`src/rtl/wb_arbiter_pkg.sv`:
```
// Shared types and helpers for the writeback arbiter and its result buffer.
package wb_arbiter_pkg;

    localparam int WB_XLEN = 32;

    typedef enum logic [2:0] {
        F3_LB  = 3'b000,
        F3_LH  = 3'b001,
        F3_LW  = 3'b010,
        F3_LBU = 3'b100,
        F3_LHU = 3'b101
    } load_funct3_e;

    typedef struct packed {
        logic [4:0]         rd;
        logic [WB_XLEN-1:0] data;
    } wb_entry_t;

    // A load is legal when its type exists and its address is naturally aligned
    function automatic logic loadIsLegal(input logic [2:0] funct3, input logic [1:0] addrLo);
        logic legal;
        legal = 1'b0;
        case (funct3)
            F3_LB, F3_LBU: legal = 1'b1;
            F3_LH, F3_LHU: legal = ~addrLo[0];
            F3_LW:         legal = (addrLo == 2'b00);
            default:       legal = 1'b0;
        endcase
        return legal;
    endfunction

endpackage

```
`src/rtl/wb_fifo.sv`:
```
// Circular buffer of writeback entries; exposes next-cycle slot contents so the
// parent can register a pending-destination mask in step with the buffer.
module wb_fifo
    import wb_arbiter_pkg::*;
#(
    parameter int DEPTH = 2
) (
    input  logic      clk,
    input  logic      rst_n,
    input  logic      push_i,
    input  wb_entry_t pushEntry_i,
    input  logic      pop_i,
    output wb_entry_t head_o,
    output logic      full_o,
    output logic      empty_o,
    output logic [4:0] nextRd_o [DEPTH],
    output logic       nextValid_o [DEPTH]
);

    localparam int PTR_W = $clog2(DEPTH);
    localparam int CNT_W = $clog2(DEPTH + 1);

    wb_entry_t        mem_q [DEPTH];
    wb_entry_t        mem_d [DEPTH];
    logic [PTR_W-1:0] wrPtr_q, wrPtr_d;
    logic [PTR_W-1:0] rdPtr_q, rdPtr_d;
    logic [CNT_W-1:0] count_q, count_d;

    assign head_o  = mem_q[rdPtr_q];
    assign full_o  = (count_q == CNT_W'(DEPTH));
    assign empty_o = (count_q == '0);

    // Next-state of storage, pointers and occupancy; pointers wrap naturally at DEPTH
    always_comb begin
        mem_d   = mem_q;
        wrPtr_d = wrPtr_q;
        rdPtr_d = rdPtr_q;
        count_d = count_q;
        if (push_i) begin
            mem_d[wrPtr_q] = pushEntry_i;
            wrPtr_d        = wrPtr_q + 1'b1;
        end
        if (pop_i) begin
            rdPtr_d = rdPtr_q + 1'b1;
        end
        if (push_i && !pop_i) begin
            count_d = count_q + 1'b1;
        end else if (!push_i && pop_i) begin
            count_d = count_q - 1'b1;
        end
    end

    // A slot is occupied next cycle when its distance from the next read pointer is below the next count
    always_comb begin
        logic [PTR_W-1:0] offset;
        offset = '0;
        for (int i = 0; i < DEPTH; i++) begin
            offset         = PTR_W'(i) - rdPtr_d;
            nextValid_o[i] = (CNT_W'(offset) < count_d);
            nextRd_o[i]    = mem_d[i].rd;
        end
    end

    // Buffer state registers
    always_ff @(posedge clk or negedge rst_n) begin
        if (!rst_n) begin
            for (int i = 0; i < DEPTH; i++) begin
                mem_q[i] <= '0;
            end
            wrPtr_q <= '0;
            rdPtr_q <= '0;
            count_q <= '0;
        end else begin
            mem_q   <= mem_d;
            wrPtr_q <= wrPtr_d;
            rdPtr_q <= rdPtr_d;
            count_q <= count_d;
        end
    end

endmodule

```
`src/rtl/wb_arbiter.sv`:
```
// Writeback arbiter: merges the never-stalled load path and the buffered ALU path
// into one registered regfile write per cycle, with load extension and x0 filtering.
module wb_arbiter
    import wb_arbiter_pkg::*;
#(
    parameter int ALU_FIFO_DEPTH = 2,
    parameter int XLEN           = WB_XLEN
) (
    input  logic            clk,
    input  logic            rst_n,
    input  logic            alu_valid,
    output logic            alu_ready,
    input  logic [4:0]      alu_rd,
    input  logic [XLEN-1:0] alu_data,
    input  logic            mem_valid,
    input  logic [4:0]      mem_rd,
    input  logic [XLEN-1:0] mem_data,
    input  logic [2:0]      mem_funct3,
    input  logic [1:0]      mem_addr_lo,
    output logic [4:0]      rd,
    output logic [XLEN-1:0] rd_data,
    output logic            write,
    output logic [31:0]     pending_mask,
    output logic            misalign_err
);

    wb_entry_t       aluEntry;
    wb_entry_t       headEntry;
    logic            fifoFull, fifoEmpty, fifoPush, fifoPop;
    logic [4:0]      slotRd [ALU_FIFO_DEPTH];
    logic            slotValid [ALU_FIFO_DEPTH];
    logic            aluFire;

    logic            outOfReset_q;
    logic            write_q, write_d;
    logic [4:0]      rd_q, rd_d;
    logic [XLEN-1:0] rdData_q, rdData_d;
    logic            misalignErr_q, misalignErr_d;
    logic [31:0]     pendingMask_q, pendingMask_d;

    // Byte/half lane selection followed by sign or zero extension
    function automatic logic [XLEN-1:0] extractLoad(input logic [2:0] funct3,
                                                    input logic [1:0] addrLo,
                                                    input logic [XLEN-1:0] word);
        logic [7:0]      byteVal;
        logic [15:0]     halfVal;
        logic [XLEN-1:0] result;
        byteVal = word[{addrLo, 3'b000} +: 8];
        halfVal = word[{addrLo[1], 4'b0000} +: 16];
        case (funct3)
            F3_LB:   result = {{(XLEN-8){byteVal[7]}}, byteVal};
            F3_LBU:  result = {{(XLEN-8){1'b0}}, byteVal};
            F3_LH:   result = {{(XLEN-16){halfVal[15]}}, halfVal};
            F3_LHU:  result = {{(XLEN-16){1'b0}}, halfVal};
            default: result = word;
        endcase
        return result;
    endfunction

    assign alu_ready = outOfReset_q & ~fifoFull;
    assign aluFire   = alu_valid & alu_ready;
    assign aluEntry  = '{rd: alu_rd, data: alu_data};

    wb_fifo #(
        .DEPTH(ALU_FIFO_DEPTH)
    ) u_fifo (
        .clk        (clk),
        .rst_n      (rst_n),
        .push_i     (fifoPush),
        .pushEntry_i(aluEntry),
        .pop_i      (fifoPop),
        .head_o     (headEntry),
        .full_o     (fifoFull),
        .empty_o    (fifoEmpty),
        .nextRd_o   (slotRd),
        .nextValid_o(slotValid)
    );

    // Arbitration: load first, then FIFO head, then an ALU result bypassing an idle FIFO
    always_comb begin
        write_d       = 1'b0;
        rd_d          = rd_q;
        rdData_d      = rdData_q;
        misalignErr_d = 1'b0;
        fifoPop       = 1'b0;
        fifoPush      = aluFire & (mem_valid | ~fifoEmpty);
        if (mem_valid) begin
            if (!loadIsLegal(mem_funct3, mem_addr_lo)) begin
                misalignErr_d = 1'b1;
            end else if (mem_rd != 5'd0) begin
                write_d  = 1'b1;
                rd_d     = mem_rd;
                rdData_d = extractLoad(mem_funct3, mem_addr_lo, mem_data);
            end
        end else if (!fifoEmpty) begin
            fifoPop = 1'b1;
            if (headEntry.rd != 5'd0) begin
                write_d  = 1'b1;
                rd_d     = headEntry.rd;
                rdData_d = headEntry.data;
            end
        end else if (aluFire) begin
            if (alu_rd != 5'd0) begin
                write_d  = 1'b1;
                rd_d     = alu_rd;
                rdData_d = alu_data;
            end
        end
    end

    // Pending mask follows what the buffer will hold after this edge; x0 never flagged
    always_comb begin
        pendingMask_d = '0;
        for (int i = 0; i < ALU_FIFO_DEPTH; i++) begin
            if (slotValid[i] && slotRd[i] != 5'd0) begin
                pendingMask_d[slotRd[i]] = 1'b1;
            end
        end
    end

    // Output and status registers
    always_ff @(posedge clk or negedge rst_n) begin
        if (!rst_n) begin
            outOfReset_q  <= 1'b0;
            write_q       <= 1'b0;
            rd_q          <= '0;
            rdData_q      <= '0;
            misalignErr_q <= 1'b0;
            pendingMask_q <= '0;
        end else begin
            outOfReset_q  <= 1'b1;
            write_q       <= write_d;
            rd_q          <= rd_d;
            rdData_q      <= rdData_d;
            misalignErr_q <= misalignErr_d;
            pendingMask_q <= pendingMask_d;
        end
    end

    assign write        = write_q;
    assign rd           = rd_q;
    assign rd_data      = rdData_q;
    assign misalign_err = misalignErr_q;
    assign pending_mask = pendingMask_q;

endmodule

```
`config.mk`:
```
export PLATFORM = sky130hd
export DESIGN_NAME = wb_arbiter
export DESIGN_NICKNAME = d
export VERILOG_FILES = /design/src/rtl/wb_arbiter_pkg.sv /design/src/rtl/wb_fifo.sv /design/src/rtl/wb_arbiter.sv
export SDC_FILE = /design/constraint.sdc
export NUM_CORES = 1
export LEC_CHECK = 0
export CAP_MARGIN = 20
export CELL_PAD_IN_SITES_DETAIL_PLACEMENT = 0
export CELL_PAD_IN_SITES_GLOBAL_PLACEMENT = 2
export CORE_ASPECT_RATIO = 1.25
export CORE_MARGIN = 1.5
export CORE_UTILIZATION = 37
export DETAILED_ROUTE_END_ITERATION = 10
export PLACE_DENSITY_LB_ADDON = 0.1
export SLEW_MARGIN = 20
export SYNTH_ARGS = -nofsm -noshare
export SYNTH_HDL_FRONTEND = slang
export SYNTH_HIERARCHICAL = 1
export SYNTH_SLANG_ARGS = --single-unit
```
`constraint.sdc`:
```
create_clock -name clk -period 9.3 [get_ports clk]
set_input_delay 0.93 -clock clk [delete_from_list [all_inputs] [get_ports clk]]
set_output_delay 0.93 -clock clk [all_outputs]
set_load 0.05 [all_outputs]
```
---- Yosys cells after proc, flatten, opt, wreduce, memory -nomap -nowiden ----
Index checks and enable logic that the tools add are counted.
operators by class
  $mul .................................... 0
  reductions and logical operators ........ 21
  add/sub/neg operators ................... 6
  muxes and demuxes ....................... 44
  bitwise gates (word level) .............. 10
  order comparisons ....................... 9
  divide/modulo/power cells ............... 0
  eq/ne operators ......................... 9
  shifts and indexed selects .............. 2
operator list
  cell                                                                                 count
  32-bit two-way mux                                                                   9
  37-bit two-way mux                                                                   4
  32-bit case mux with 4 select lines                                                  1
  74-bit bitwise mux                                                                   1
  74-bit two-way mux                                                                   1
  37-bit demux with 1-bit select                                                       1
  5-bit two-way mux                                                                    7
  32-bit OR                                                                            1
  32-bit by 6-bit variable part select with 16-bit output                              1
  32-bit by 6-bit variable part select with 8-bit output                               1
  5-bit nonzero test                                                                   5
  1-bit two-way mux                                                                    15
  5-bit by 6-bit < comparator with 1-bit output, second input constant                 2
  1-bit demux with 5-bit select                                                        2
  5-bit by 1-bit greater-or-equal comparator with 1-bit output, second input constant  2
  1-bit logical AND                                                                    7
  3-bit equality test, second input constant                                           2
  3-bit by 2-bit inequality test with 1-bit output, second input constant              2
  5-bit AND reduction                                                                  1
  2-bit greater-or-equal comparator, second input constant                             2
  2-bit zero test                                                                      2
  1-bit by 2-bit < comparator with 1-bit output                                        2
  2-bit two-way mux                                                                    2
  2-bit by 1-bit inequality test with 1-bit output, second input constant              2
  other kinds (17)                                                                     26
word-level totals
  memories ................................ 0
  input port bits ......................... 83
  memory bits (read-only) ................. 0
  bits in registers ....................... 150
  RAM bits ................................ 0
  bits in latches ......................... 0
  output and inout bits ................... 72
  logic and storage cells ................. 114

---- Logic depth before layout (Yosys ltp) ----
  depth in word-level cells ............... 14
  mapped depth ............................ 15

---- Hierarchy ----
The synthesis kept the hierarchy.
by module, submodules not included
  module      cells an instance  area each (µm²)  times used
  wb_arbiter  498                4495.6           1
  wb_fifo     227                3657.3           1

---- Worst setup path before layout ----
OpenSTA, ideal clock, no wires.
  path kind ............................... register to register
  start ................................... reg u_fifo.count_q[0]
  end ..................................... reg pendingMask_q[1], in the netlist pending_mask[1]
  path slack .............................. 6118 ps
  setup time .............................. 101 ps
  stages on the path, launching flop included .. 12
  arrival ................................. 3081 ps
  cells stage by stage .................... dfrtp_1 inv_1 ha_1 nor2b_1 nand2_1 a21oi_1 buf_6 mux2_2 a32oi_1 nor2b_1 nand2_1 o32ai_1
RTL lines
  what                    line               text
  start, declared         wb_fifo.sv:27      logic [CNT_W-1:0] count_q, count_d;
  start signal, assigned  wb_fifo.sv:77      count_q <= count_d;
  end signal, assigned    wb_arbiter.sv:136  pendingMask_q <= pendingMask_d;
  end, declared           wb_arbiter.sv:39   logic [31:0] pendingMask_q, pendingMask_d;

==> out/results.tsv <==
stage	metric	value	unit
run_status	status	finished, final reports clean	
sta	RSZ-0062 raised after global routing	no	
cells_and_area	area grow syn2layout	27.6	%
synthesis	syn_nets	810	
power_and_ir_drop	Leak	0.00423	uW
sta	Final Setup Violations	0	
placement	RePlAce Congestion	0.879	
cts	clock tree buffer depth	2	
sta	setup tns final	0	ns
critical_path	worst r2r src	u_fifo/count_q[1]$_DFF_PN0_	
floorplan	Die H	169	um
sta	pins over their slew limit	0	
routing	Via density	5.59	
critical_path	worst-path cell chain	buf_2, buf_4, inv_1, a21oi_1, nor2b_4, buf_4, mux2_4, or2_2, o22ai_1	
sta	worst setup margin	4.61	ns
global_routing	GRT met2 Usage	37.3	%
critical_path	critical path class	input port to register	
cts	hold_buf cts	0	
global_routing	busiest grt layer	met2	
synthesis	flops & latches, synth	150	
critical_path	crit start category	input port	
global_routing	first-pass GRT wire length	39900	um
synthesis	Yosys top cell area share	46.0	%
critical_path	Crit path required time	9.64	ns
critical_path	CP Launch Point	mem_valid	
critical_path	most used cell along the critical path	buf_4	
cells_and_area	fraction of final layout cells sized beyond drive strength 1	21.0	%
placement	DP Wirelength	18200	um
global_routing	initial antenna violation count	0	
floorplan	initial core utilization	37.8	%
critical_path	CP max FO	62	
routing	drt drc	0	
critical_path	Arr. time, crit path	5.03	ns
sta	fmax	213	MHz
power_and_ir_drop	peak supply drop	198	uV
synthesis	Cell Area, Synth	8150	sq um
floorplan	Die W	136	um
synthesis	Most used DFF post-synth	dfrtp_1	
cells_and_area	antenna fix cells	0	
global_routing	met1 usage in global routing	30.1	%
sta	Slew @ Worst Pin	1.06	ns
sta	Final Skew	0.0133	ns
global_routing	vias in the first global route	6772	
synthesis	register area share after synthesis	46.0	%
placement	IO buf count	154	
cells_and_area	most frequent cells in the layout	152 x clkdlybuf4s50_1, 150 x dfrtp_1, 86 x mux2_2	
run	max_cap viols	0	
synthesis	dominant cell type by area after synthesis	dfrtp_1	
cts	CTS sink count	150	
routing	Final ANT Viol Nets	0	
synthesis	library cells used by synthesis	63	
floorplan	DIE AREA	22900	sq um
cts	CTS resizes	0	
cts	CTS tree	yes	
routing	via count	6377	
cells_and_area	most common cell after layout, fill and taps aside	clkdlybuf4s50_1	
synthesis	Syn Area/Cell	11.2	sq um
cells_and_area	Net count, final	933	
sta	post-layout minimum cycle time	4.69	ns
synthesis	top cells by area, synth	dfrtp_1 46%, mux2_2 12%, mux2_4 6.8%, nand2_1 3.0%, mux2i_1 2.8%	
hold_path	min-delay worst type	register to register	
sta	final hold violation count	0	
routing	1st-iter DRT viols	333	
routing	first drt pass iteration count	5	
routing	Wirelength per Cell	22.5	um
critical_path	Buf/Inv on CP	4	
global_routing	grt total ovfl	0	
cts	CTS Buf Count	17	
cts	CTS H-Tree Depth	4	
critical_path	crit-path leading delay family	buffers and inverters	
cts	root buf cell	clkbuf_16	
synthesis	Post-Syn Instances	725	
synthesis	Post-synth EDFFs	0	
global_routing	Total GRT Usage	23.0	%
floorplan	Top Ports	155	
cts	Clock Latency Late Sink	0.43	ns
sta	Slew HR	29.6	%
placement	worst slack, placed	4.16	ns
synthesis	synth warn	6	
critical_path	CP max stage cell	a21oi_1	
cts	Worst-path clk slew	0.07	ns
global_routing	largest net degree at the start of global routing	78	
critical_path	endpoint class of the critical path	register	
global_routing	met3 GRT Util	5.21	%
floorplan	Rows	60	
cts	postcts setup bufs	0	
routing	overall routed net length	25700	um
power_and_ir_drop	PwrDens	368	nW/um^2
sta	final worst path period share	50.4	%
synthesis	Async S/R FF share, synth	100	%
floorplan	Core Area	21500	sq um
critical_path	max incr delay on CP	0.78	ns
-- final cells by class --
cell class	instances	area, sq um
Clock buffer	18	439
Clock inverter	14	204
Fill cell	1954	11100
Inverter	9	33.8
Multi-Input combinational cell	507	4020
Sequential cell	150	3750
Tap cell	279	349
Timing Repair Buffer	163	1610
-- final timing paths --
kind / endpoint / slack (ns) / depth (start not counted)
setup reg to reg: rd_data[14]$_DFFE_PN0P_ / 5.39 / 8
min in group asynchronous: write$_DFF_PN0_ / 0.52 / 1
hold / removal: register / 0.49 / 1
max in group asynchronous: asynchronous set/reset pin / 7.29 / 2
setup / recovery: pending_mask[28]$_DFF_PN0_ / 4.61 / 9
hold reg to reg: register / 0.49 / 1
-- report_power, final --
part / internal [uW] / switching, uW
Combinational: 820 / 1140
Sequential: 946 / 172
Clock: 444 / 312
-- per-layer routing --
| layer | wire length, um | share of wire [%] |
|---|---|---|
| met1 | 11300 | 44 |
| met5 | 0 | 0 |
| met3 | 1420 | 5.5 |
| met4 | 616 | 2.4 |
| met2 | 12400 | 48 |
-- cells by family (layout without fill, tap and decap cells) --
family / count (synthesis) / count (layout) / share of synthesized area, %
and+or+nand+nor: 169 / 169 / 10.9
muxes: 149 / 149 / 22.1
xor gates and xnor gates: 4 / 4 / 0.430
DFF: 150 / 150 / 46.0
other: 2 / 2 / 0.0921
AOI/OAI and AO/OA: 181 / 181 / 15.5
buffers and inverters: 68 / 204 / 4.74
adders and majority gates: 2 / 2 / 0.307
-- synthesized netlist by cell type (all sizes together) (2+ instances only) --
cell and count:
nand2 67, o32a 2, nor3 3, o211ai 23, a211o 6, inv 9, clkbuf 27, mux2i 23
nand4 3, buf 32, conb 2, nor2b 34, o21a 2, o21ai 14, mux2 125, a221oi 3
nand3 17, nor2 15, a211oi 30, dfrtp 150, o31ai 18, nor3b 3, a32oi 2, a21oi 17
o32ai 4, ha 2, or2 3, nor4 5, nand2b 10, xor2 2, o22ai 28, nand3b 4
xnor2 2, a31oi 26
-- per-stage QoR --
| stage | cells | utilization (%) | area, sq um | power, uW | hold slack [ns] |
|---|---|---|---|---|---|
| 2_1_floorplan | 725 | - | 8150 | 2500 | 0.459 |
| 3_3_place_gp | 1107 | 45.2 | 9750 | 3050 | 0.468 |
| 3_5_place_dp | 1107 | 45.2 | 9750 | 3080 | 0.480 |
| 4_1_cts | 1139 | 48.2 | 10400 | 3860 | 0.496 |
| 5_1_grt | 1140 | 48.3 | 10400 | 4040 | 0.499 |
| 6_report | 1140 | 48.3 | 10400 | 3830 | 0.493 |
No activity file was read; power rests on OpenSTA's default activity.
